===== src/rtl/fxp_div_ctrl.sv =====
// Unsigned fixed-point divider: start/done sequencer around a restoring shift-subtract loop.
// Optional build macro FXP_DIV_ROUND_EN adds a round-half-up state after the loop.
module fxp_div_ctrl #(
  parameter int N = 10,
  parameter int F = 5
) (
  input  logic         clk,
  input  logic         rst,
  input  logic         start,
  input  logic [N-1:0] a,
  input  logic [N-1:0] b,
  output logic         busy,
  output logic         done,
  output logic [N-1:0] q,
  output logic [N-1:0] rem,
  output logic         ovf,
  output logic         dz
);

  localparam int W = N + F;
  localparam logic [3:0] CNT_INIT = 4'(16 - W);

  typedef enum logic [2:0] {
    S_IDLE,
    S_INIT,
    S_CALC,
    S_ROUND,
    S_DONE
  } state_t;

  state_t       state_q, state_d;
  logic [3:0]   cnt_q, cnt_d;
  logic [N-1:0] q_q, q_d;
  logic [N-1:0] rem_q, rem_d;
  logic         ovf_q, ovf_d;
  logic         dz_q, dz_d;

  // Working datapath; the partial remainder stays below B, so N bits hold it.
  logic [W-1:0] d_q, d_d;
  logic [N-1:0] b_q, b_d;
  logic [N-1:0] r_q, r_d;

  logic [N:0]   t;
  logic         ge;
  logic [N-1:0] diff;
  logic [W-1:0] d_shift;
  logic [4:0]   cnt_inc;

`ifdef FXP_DIV_ROUND_EN
  logic [N:0]   rnd;

  // Returns {ovf, q} after round-half-up; saturates when the increment carries out.
  function automatic logic [N:0] round_q(input logic [N-1:0] q_in, input logic ovf_in,
                                         input logic [N-1:0] r_in, input logic [N-1:0] b_in);
    logic [N:0] r2;
    logic [N:0] inc;
    r2  = {r_in, 1'b0};
    inc = {1'b0, q_in} + {{N{1'b0}}, 1'b1};
    if (ovf_in || (r2 < {1'b0, b_in}))
      round_q = {ovf_in, q_in};
    else if (inc[N])
      round_q = {1'b1, {N{1'b1}}};
    else
      round_q = {1'b0, inc[N-1:0]};
  endfunction
`endif

  always_comb begin
    t       = {r_q, d_q[W-1]};
    ge      = (t >= {1'b0, b_q});
    diff    = t[N-1:0] - b_q;
    d_shift = {d_q[W-2:0], ge};
    cnt_inc = {1'b0, cnt_q} + 5'd1;
  end

  always_comb begin
    state_d = state_q;
    cnt_d   = cnt_q;
    q_d     = q_q;
    rem_d   = rem_q;
    ovf_d   = ovf_q;
    dz_d    = dz_q;
    d_d     = d_q;
    b_d     = b_q;
    r_d     = r_q;
`ifdef FXP_DIV_ROUND_EN
    rnd     = round_q(q_q, ovf_q, r_q, b_q);
`endif
    case (state_q)
      S_IDLE: begin
        if (start) begin
          if (b == '0) begin
            state_d = S_DONE;
            dz_d    = 1'b1;
            q_d     = '1;
            rem_d   = '0;
            ovf_d   = 1'b0;
          end else begin
            state_d = S_INIT;
            d_d     = {a, {F{1'b0}}};
            b_d     = b;
          end
        end
      end
      S_INIT: begin
        r_d     = '0;
        cnt_d   = CNT_INIT;
        ovf_d   = 1'b0;
        dz_d    = 1'b0;
        state_d = S_CALC;
      end
      S_CALC: begin
        r_d   = ge ? diff : t[N-1:0];
        d_d   = d_shift;
        cnt_d = cnt_inc[3:0];
        if (cnt_inc[4]) begin
          if (d_shift[W-1:N] != '0) begin
            ovf_d = 1'b1;
            q_d   = '1;
          end else begin
            q_d   = d_shift[N-1:0];
          end
          rem_d = r_d;
`ifdef FXP_DIV_ROUND_EN
          state_d = S_ROUND;
`else
          state_d = S_DONE;
`endif
        end
      end
`ifdef FXP_DIV_ROUND_EN
      S_ROUND: begin
        ovf_d   = rnd[N];
        q_d     = rnd[N-1:0];
        state_d = S_DONE;
      end
`endif
      S_DONE: begin
        state_d = S_IDLE;
      end
      default: begin
        state_d = S_IDLE;
      end
    endcase
  end

  // Control and result registers
  always_ff @(posedge clk or posedge rst) begin
    if (rst) begin
      state_q <= S_IDLE;
      cnt_q   <= '0;
      q_q     <= '0;
      rem_q   <= '0;
      ovf_q   <= 1'b0;
      dz_q    <= 1'b0;
    end else begin
      state_q <= state_d;
      cnt_q   <= cnt_d;
      q_q     <= q_d;
      rem_q   <= rem_d;
      ovf_q   <= ovf_d;
      dz_q    <= dz_d;
    end
  end

  // Datapath registers
  always_ff @(posedge clk) begin
    d_q <= d_d;
    b_q <= b_d;
    r_q <= r_d;
  end

  assign busy = (state_q != S_IDLE);
  assign done = (state_q == S_DONE);
  assign q    = q_q;
  assign rem  = rem_q;
  assign ovf  = ovf_q;
  assign dz   = dz_q;

endmodule


===== config.mk =====
export PLATFORM = sky130hd
export DESIGN_NAME = fxp_div_ctrl
export DESIGN_NICKNAME = d
export VERILOG_FILES = /design/src/rtl/fxp_div_ctrl.sv
export SDC_FILE = /design/constraint.sdc
export NUM_CORES = 1
export LEC_CHECK = 0
export ABC_CLOCK_PERIOD_IN_PS = 3000
export CAP_MARGIN = 10
export CORE_MARGIN = 5
export CORE_UTILIZATION = 54
export DETAILED_ROUTE_END_ITERATION = 6
export HOLD_SLACK_MARGIN = 0.05
export PLACE_DENSITY = 0.8
export SKIP_CTS_REPAIR_TIMING = 1
export SYNTH_ARGS = -nofsm -noshare
export SYNTH_HDL_FRONTEND = slang
export SYNTH_SLANG_ARGS = --single-unit

===== constraint.sdc =====
create_clock -name clk -period 3 [get_ports clk]
set_clock_uncertainty 0.15 [all_clocks]
set_input_delay 0.45 -clock clk [delete_from_list [all_inputs] [get_ports clk]]
set_output_delay 0.45 -clock clk [all_outputs]
set_load 0.02 [all_outputs]

# [After elaboration in Yosys (flattened, before gate mapping)]
# Index checks and enable logic that the tools add are counted.
[classes] n_bitwise=1 n_mux=27 n_eq_ne=8 add_sub_neg=2 reduce_logical=14 magnitude_cmp=1
[ops] operator="$mux 10" count=8
[ops] operator="$pmux 10 s2" count=3
[ops] operator="$mux 15" count=2
[ops] operator="$pmux 15 s2" count=1
[ops] operator="$ge 11x10->1" count=1
[ops] operator="$logic_not 10->1" count=1
[ops] operator="$ne 2x2->1 const B" count=5
[ops] operator="$sub 10x10->10" count=1
[ops] operator="$mux 3" count=3
[ops] operator="$pmux 3 s3" count=1
[ops] operator="$reduce_and 3->1" count=3
[ops] operator="$pmux 4 s2" count=1
[ops] operator="$mux 1" count=6
[ops] operator="$reduce_bool 2->1" count=3
[ops] operator="$reduce_bool 3->1" count=2
[ops] operator="$add 4x1->5 const B" count=1
[ops] operator="$reduce_and 5->1" count=1
[ops] operator="$reduce_bool 5->1" count=1
[ops] operator="$reduce_and 4->1" count=1
[ops] operator="$eq 3x1->1 const B" count=1
[ops] operator="$eq 3x2->1 const B" count=1
[ops] operator="$eq 3x3->1 const B" count=1
[ops] operator="$logic_not 3->1" count=1
[ops] operator="$pmux 1 s3" count=1
[ops] operator="3 further kinds" count=3
[totals] regBits=64 wordCells=62 input_bits=23 output_inout_bits=24

# [Depth between registers and ports, before layout]
# Gate-level depths: netlist (run 1).
[logic_depth] ltp_word=4 ltp_mapped=10 mapped_depth_nobuf=10

# [Worst setup path after synthesis (run 1)]
# No wires, ideal clock.
[synth_timing] kind="register to register" start="reg state_q[2]" end="reg d_q[0] (enable)" synth_period_minus_slack_ns=2.569 slack_ns=0.431 stages_incl_launch_ff=5 arrival_time_ns=2.011 path_buffers=1 setup_ns=0.408 required_ns=2.442 path_cell_list="dfrtp_1 > clkbuf_1 > nor3_1 > nand2_1 > o21ai_0"
[synth_via] elab_chain_cells=3 elab_cells_between_ends=6 cone_classes="3 x eq/ne; 3 x reduce/logical"
[synth_rtl] item="start: declaration" line="31" text="state_t state_q, state_d;"
[synth_rtl] item="start signal: assignment" line="157" text="state_q <= state_d;"
[synth_rtl] item="$logic_not 3->1 or $eq 3x2->1 (tied branches)" line="89" text="case (state_q)"
[synth_rtl] item="$ne 2x2->1 (no line) or $reduce_bool 2->1 (tied branches)"
[synth_rtl] item="$reduce_and 3->1 (no line) *"
[synth_rtl] item="end signal: assignment" line="168" text="d_q <= d_d;"
[synth_rtl] item="end: declaration" line="39" text="logic [W-1:0] d_q, d_d;"
# Mark *: on every way between the ends. The rest lies on a longest branch, timed or not.
# A chain may end at the register's enable or synchronous reset.

# [Worst setup path after layout (run 1)]
[layout_timing] start="reg d_q[14]" end="reg r_q[8] (data pin)"
[layout_via] elab_chain_cells=3 elab_cells_between_ends=4 cone_classes="1 x add/sub; 1 x order compare; 2 x mux"
[layout_rtl] item="$sub 10x10->10 or $ge 11x10->1 (tied branches)" line="71, 70"
[layout_rtl] item="$mux 10 *" line="113" text="r_d = ge ? diff : t[N-1:0];"
[layout_rtl] item="$pmux 10 s2 *" line="89"
[layout_rtl] item="net r_d[8]" line="41" text="logic [N-1:0] r_q, r_d;"
[layout_rtl] item="end signal: assignment" line="170" text="r_q <= r_d;"
[layout_rtl] item="end: declaration" line="41"
# Mark *: on every way through the listed nets, which the timed path passes. The rest lies on a longest branch.

==> impl_metrics.py, run 1 <==
metrics = {
    "status": {
        "status": "completed",
    },
    "min_path": {
        "hold_class": "in2async",
    },
    "floorplanning": {
        "core-area_mm2": 0.00557,
        "initial_utilization": 0.565,
        "die_w_um": 86.4,
        "num_io_pins": 47,
        "rows": 27,
        "die_h_um": 86.4,
        "die-area_mm2": 0.00746,
    },
    "sta": {
        "finalHoldViolations": 0,
        "max_slew_margin": 0.468,
        "fin_ws_ns": 0.243,
        "slew_viol_final": 0,
        "worst_slew_pin_slew_ns": 0.795,
        "min_period_ns": 2.76,
        "fin_setup_tns_ns": 0,
        "fmax_ghz": 0.363,
        "final-setup-viol-count": 0,
        "rsz0062_at_grt": "false",
        "fin_hold_ws_ns": 0.346,
        "fin_crit_sh": 0.919,
    },
    "layout": {
        "nFillCells": 441,
        "final_cells": 426,
        "stdcell_area_mm2": 0.00390,
        "n_antenna_cell": 0,
        "nets": 384,
        "syn_to_final_growth_pct": 23.8,
        "final_core_util": 0.699,
        "drive_gt1_frac": 0.0989,
    },
    "global_route": {
        "grt_start_max_net_pins": 30,
        "grt_pass1_wl_um": 11000,
        "grt_overflow": 0,
        "antenna_found_initial": 0,
        "grt_pass1_vias": 2371,
        "track_usage": 0.192,
    },
    "synthesis": {
        "netlist_instances": 296,
        "ys_warn_count": 0,
        "synth_flop_cell": "edfxtp_1",
        "ys_seq_area_frac": 0.564,
        "syn_avg_cell_area_um2": 10.6,
        "synthArstFlopShare": 0.453,
        "netlist_area_mm2": 0.00315,
        "synth_cell_types": 45,
        "ys_seq_elements": 64,
        "synth_edf_count": 35,
        "syn_nets": 331,
    },
    "clock_tree": {
        "cts-buffers-inserted": 9,
        "clock_latency_ns": 0.34,
        "cts-root-buf": "clkbuf_8",
        "clk_pin_slew_ns": 0.07,
        "htreeDepth": 3,
        "clock_sinks": 64,
        "cts_tree": "yes",
        "clock_path_buffers": 2,
    },
    "detailed_routing": {
        "met2_length_um": 3260,
        "drc": 0,
        "postRouteAntennaNets": 0,
        "highest_layer": "met4",
        "dr_total_vias": 2381,
        "via_per_inst": 5.59,
        "drt-pass1-iter-count": 5,
        "drt-met1-wl_um": 2940,
        "wl_met3_um": 389,
        "drtIter0Drc": 160,
        "routedWlPerCell_um": 15.8,
        "wl_um": 6730,
    },
    "power_and_ir_drop": {
        "vdd_drop_max_v": 0.000791,
        "p_per_area_mw_per_mm2": 1040,
        "p_leak_nw": 1.65,
        "p_total_mw": 4.05,
    },
    "worst_setup_path": {
        "end_kind": "flop",
        "required_ns": 2.93,
        "arrival_ns": 2.69,
        "path_class": "reg2reg",
        "critical_path_peak_fanout": 3,
        "critPathLaunchType": "flop",
    },
    "placed_design": {
        "dpl_cell_area_mm2": 0.00368,
        "post-dp-hpwl_um": 4940,
        "portBuffers": 46,
        "finalWeightedCongestion": 0.968,
        "dp.cells": 410,
        "dp_worst_setup_slack_ns": 0.218,
    },
    "job": {
        "maxCapViolCount": 0,
    },
}
## per-layer routing
metal  up-vias  global-route usage
li1       1135                   -
met1      1150               0.244
met2        82               0.308
met3        14              0.0428
met4         0              0.0992
met5         -                   0
## kinds of logic after synthesis
family	share of synthesized area
AO/OA/AOI/OAI	0.0886
multiplexers	0.0286
flip-flops	0.564
buffers and inverters	0.0421
AND/OR/NAND/NOR	0.207
adder cells (fa/ha/maj)	0.0501
XOR/XNOR	0.0195
## final timing paths
check | start | to | slack (ns) | depth (start not counted)
max | d_q[14]$_DFFE_PP_ | r_q[8]$_DFFE_PP_ | 0.24 | 10
min | rst | rem[7]$_DFFE_PP0P_ | 0.35 | 3
max reg2reg | d_q[14]$_DFFE_PP_ | r_q[8]$_DFFE_PP_ | 0.24 | 10
min reg2reg | rem[5]$_DFFE_PP0P_ | rem[5]$_DFFE_PP0P_ | 0.35 | 2
max in group asynchronous | rst | state_q[2]$_DFFE_PP0P_ | 2.08 | 3
min in group clk | rem[5]$_DFFE_PP0P_ | rem[5]$_DFFE_PP0P_ | 0.35 | 2
## Yosys cell counts (2+ instances only)
master    instances  share of area
nor2_1           43          0.051
or2_1             2         0.0040
inv_1            16          0.019
a22o_1            2         0.0056
nand4_1           3         0.0060
nor3_2           10          0.032
nand2b_1          3         0.0060
a211oi_1          2         0.0048
nor3_1            5         0.0079
xnor2_1           3         0.0083
edfxtp_1         35           0.33
nand3_1           4         0.0064
and2_1            6          0.012
a21oi_1           9          0.014
o31ai_1           3         0.0072
nand2_1          48          0.057
ha_1             11          0.044
buf_6             2         0.0072
mux2i_1           9          0.029
clkbuf_1          7         0.0083
o21ai_0          11          0.017
xor2_1            4          0.011
o21ai_1           7          0.011
a21o_1            2         0.0048
dfrtp_1          29           0.23
## cells in the final DEF, fill, tap and decap left out, types with 4 or more instances in the layout
master	synthesis	final
nand2_1	48	48
inv_1	16	16
nor2_1	43	43
xor2_1	4	4
dfrtp_1	29	29
ha_1	11	11
clkbuf_8	0	9
o21ai_1	7	8
o21ai_0	11	10
buf_4	0	7
nand3_1	4	4
mux2i_1	9	9
a21oi_1	9	9
and2_1	6	6
clkdlybuf4s50_1	0	46
edfxtp_1	35	35
nor3_2	10	10
clkbuf_1	7	4
nor3_1	5	5
## sequential cells by signal (all words and copies together), names as in the netlist
name     count
dz           1
rem         10
q           10
ovf          1
state_q      3
d_q         15
r_q         10
cnt_q        4
b_q         10
## report_power, final
part           switching (mW)  internal (mW)  leakage [nW]  total, mW
clock                   0.317          0.469        0.0978      0.786
sequential              0.182           1.33         0.695       1.51
combinational            1.06          0.691         0.860       1.76
total                    1.56           2.49          1.65       4.05
## area by class of cell
cell class              instances  area, um2  share of cell area
clock buffers                  13        139              0.0356
multi-input cells             204       1250               0.320
flip-flops and latches         64       1780               0.456
well taps                      72       90.1              0.0231
clock inverters                 3       67.6              0.0173
inverters                      17       63.8              0.0164
repair buffers                 53        513               0.132
## critical path: stages (launching register included)
cell	delay (ns)
edfxtp_1	0.41
inv_1	0.08
ha_1	0.15
inv_1	0.05
fa_1	0.40
a211oi_1	0.41
nor3_1	0.11
nor3_1	0.27
xnor2_1	0.12
mux2i_1	0.27
nor2_1	0.07
Note: power is estimated with default switching activity, not from simulation.
==> run 2: changes to the inputs <==
Settings changed: SETUP_SLACK_MARGIN set to 0.2.
==> run 2 against run 1 <==
Compared with the run above:
- flip-flop and latch count stayed put
- register-to-register slack gained 0.10 ns
- cell count up 0.70%
- count of clock-buffer cells in the layout stayed put
- non-clock buffer count grew 3
- largest cell class unchanged
- clock power rose by 0.6%
- routed wire length is 0.36% lower
==> impl_metrics.py, run 2 (synthesis results as in run 1) <==
metrics = {
    "worst_setup_path": {
        "cpMostUsedCell": "buf_4",
        "r2r_slack_ns": 0.35,
        "reg2reg_from": "r_q[6]$_DFFE_PP_",
        "arrival_ns": 2.72,
        "regToRegEndpoint": "rem[8]$_DFFE_PP0P_",
        "crit_chain": "ha_1 > nand4_1 > o31a_1 > or2_1 > o31ai_4 > buf_4 > mux2i_1 > buf_4 > o21ai_1",
        "crit_slowest_cell": "edfxtp_1",
        "critPathLaunchType": "flop",
        "path_class": "reg2reg",
        "rr_worst_depth": 9,
        "worst-path-buf-inv": 2,
        "crit_path_max_incr_delay_ns": 0.42,
        "crit_family": "compound AO/OA/AOI/OAI gates",
        "required_ns": 3.06,
        "critical_path_peak_fanout": 5,
        "end_kind": "flop",
    },
    "placed_design": {
        "dp.cells": 410,
        "portBuffers": 46,
        "finalWeightedCongestion": 0.968,
        "post-dp-hpwl_um": 4940,
        "dpl_cell_area_mm2": 0.00368,
    },
    "sta": {
        "fin_hold_ws_ns": 0.344,
        "finalHoldViolations": 0,
        "min_period_ns": 2.65,
        "final-setup-viol-count": 0,
        "rsz0062_at_grt": "false",
        "worst_slew_pin_slew_ns": 0.813,
        "fin_setup_tns_ns": 0,
        "max_slew_margin": 0.456,
        "fmax_ghz": 0.377,
        "fin_crit_sh": 0.885,
        "slew_viol_final": 0,
    },
    "floorplanning": {
        "num_io_pins": 47,
        "die-area_mm2": 0.00746,
        "die_h_um": 86.4,
        "die_w_um": 86.4,
        "rows": 27,
        "initial_utilization": 0.565,
        "core-area_mm2": 0.00557,
    },
    "clock_tree": {
        "clk_pin_slew_ns": 0.07,
        "cts-root-buf": "clkbuf_8",
        "cts-buffers-inserted": 9,
        "clock_latency_ns": 0.34,
        "clock_path_buffers": 2,
        "htreeDepth": 3,
        "clock_sinks": 64,
        "cts_tree": "yes",
    },
    "layout": {
        "drive_gt1_frac": 0.112,
        "nets": 387,
        "syn_to_final_growth_pct": 24.9,
        "stdcell_area_mm2": 0.00393,
        "layout_common_cells": "nand2_1, clkdlybuf4s50_1, nor2_1, edfxtp_1, dfrtp_1",
        "n_antenna_cell": 0,
        "largest_register_ffs": 15,
        "regMostFlops": "d_q",
        "final_common_cell": "nand2_1",
        "final_cells": 429,
    },
    "global_route": {
        "antenna_found_initial": 0,
        "grt_overflow": 0,
        "grt_pass1_wl_um": 11000,
        "grt_pass1_vias": 2371,
        "track_usage": 0.192,
        "grt_start_max_net_pins": 30,
    },
    "power_and_ir_drop": {
        "p_sw_mw": 1.58,
        "vdd_drop_max_v": 0.000793,
        "p_leak_nw": 1.67,
        "p_per_area_mw_per_mm2": 1050,
        "p_clk_frac": 0.191,
        "internal-power_mw": 2.55,
        "seq_power_share": 0.365,
        "p_total_mw": 4.13,
        "combPwrFrac": 0.444,
        "switching_share": 0.382,
    },
    "min_path": {
        "hold_class": "in2async",
    },
    "detailed_routing": {
        "drtIter0Drc": 179,
        "postRouteAntennaNets": 0,
        "wl_um": 6710,
        "drc": 0,
        "via_per_inst": 5.56,
        "drt-pass1-iter-count": 5,
        "routedWlPerCell_um": 15.6,
        "dr_total_vias": 2385,
    },
    "job": {
        "maxCapViolCount": 0,
    },
    "status": {
        "status": "completed",
    },
}
-- run 2: cell types whose count changed in the layout (fill, tap and decap cells not counted) --
| cell | previous run | this run |
|---|---|---|
| buf_4 | 7 | 10 |
| a2111oi_0 | 1 | 0 |
| a211oi_1 | 2 | 1 |
| a211oi_2 | 0 | 1 |
| a2111oi_2 | 0 | 1 |
-- run 2: how the worst max path moves through the flow --
stage                            from                    to  cells past startpoint
6_report             r_q[6]$_DFFE_PP_    rem[8]$_DFFE_PP0P_                      9
5_1_grt             d_q[14]$_DFFE_PP_    rem[8]$_DFFE_PP0P_                     11
4_1_cts              r_q[2]$_DFFE_PP_      r_q[8]$_DFFE_PP_                      8
3_5_place_dp         r_q[2]$_DFFE_PP_      r_q[8]$_DFFE_PP_                      8
3_3_place_gp         r_q[2]$_DFFE_PP_      r_q[1]$_DFFE_PP_                      8
2_1_floorplan  state_q[2]$_DFFE_PP0P_  d_q[0]$_SDFFCE_PN0P_                      4
-- run 2: cell type report --
| class | instances | area [um2] |
|---|---|---|
| clock buffer | 13 | 139 |
| multi-input combinational | 204 | 1260 |
| clock inverter | 3 | 67.6 |
| tap | 72 | 90.1 |
| sequential | 64 | 1780 |
| fill | 438 | 1640 |
| inverter | 17 | 63.8 |
| timing repair buffer | 56 | 536 |
-- run 2: per-layer routing --
layer	up-vias	GRT usage	share of wire
li1	1140	-	-
met1	1128	0.244	0.43
met2	101	0.308	0.48
met3	16	0.0428	0.068
met4	0	0.0992	0.022
met5	-	0	0
-- run 2: power groups by stage --
stage / registers, mW / clock network, mW / logic (mW)
2_1_floorplan: 1.52 / 0 / 1.19
3_3_place_gp: 1.51 / 0 / 1.65
3_5_place_dp: 1.53 / 0 / 1.70
4_1_cts: 1.51 / 0.792 / 1.71
5_1_grt: 1.54 / 0.830 / 2.03
6_report: 1.51 / 0.791 / 1.83
-- run 2: worst min-delay path, stage by stage --
cell and delay [ns]:
clkdlybuf4s50_1 0.40, inv_1 0.06, buf_4 0.34
-- run 2: metrics by stage --
step                      worst slack [ns]   util
final                                0.345  0.705
after global routing                 0.195  0.705
after CTS                            0.181  0.698
after detailed placement             0.218  0.661
after global placement               0.283  0.661
after floorplan                      0.431      -
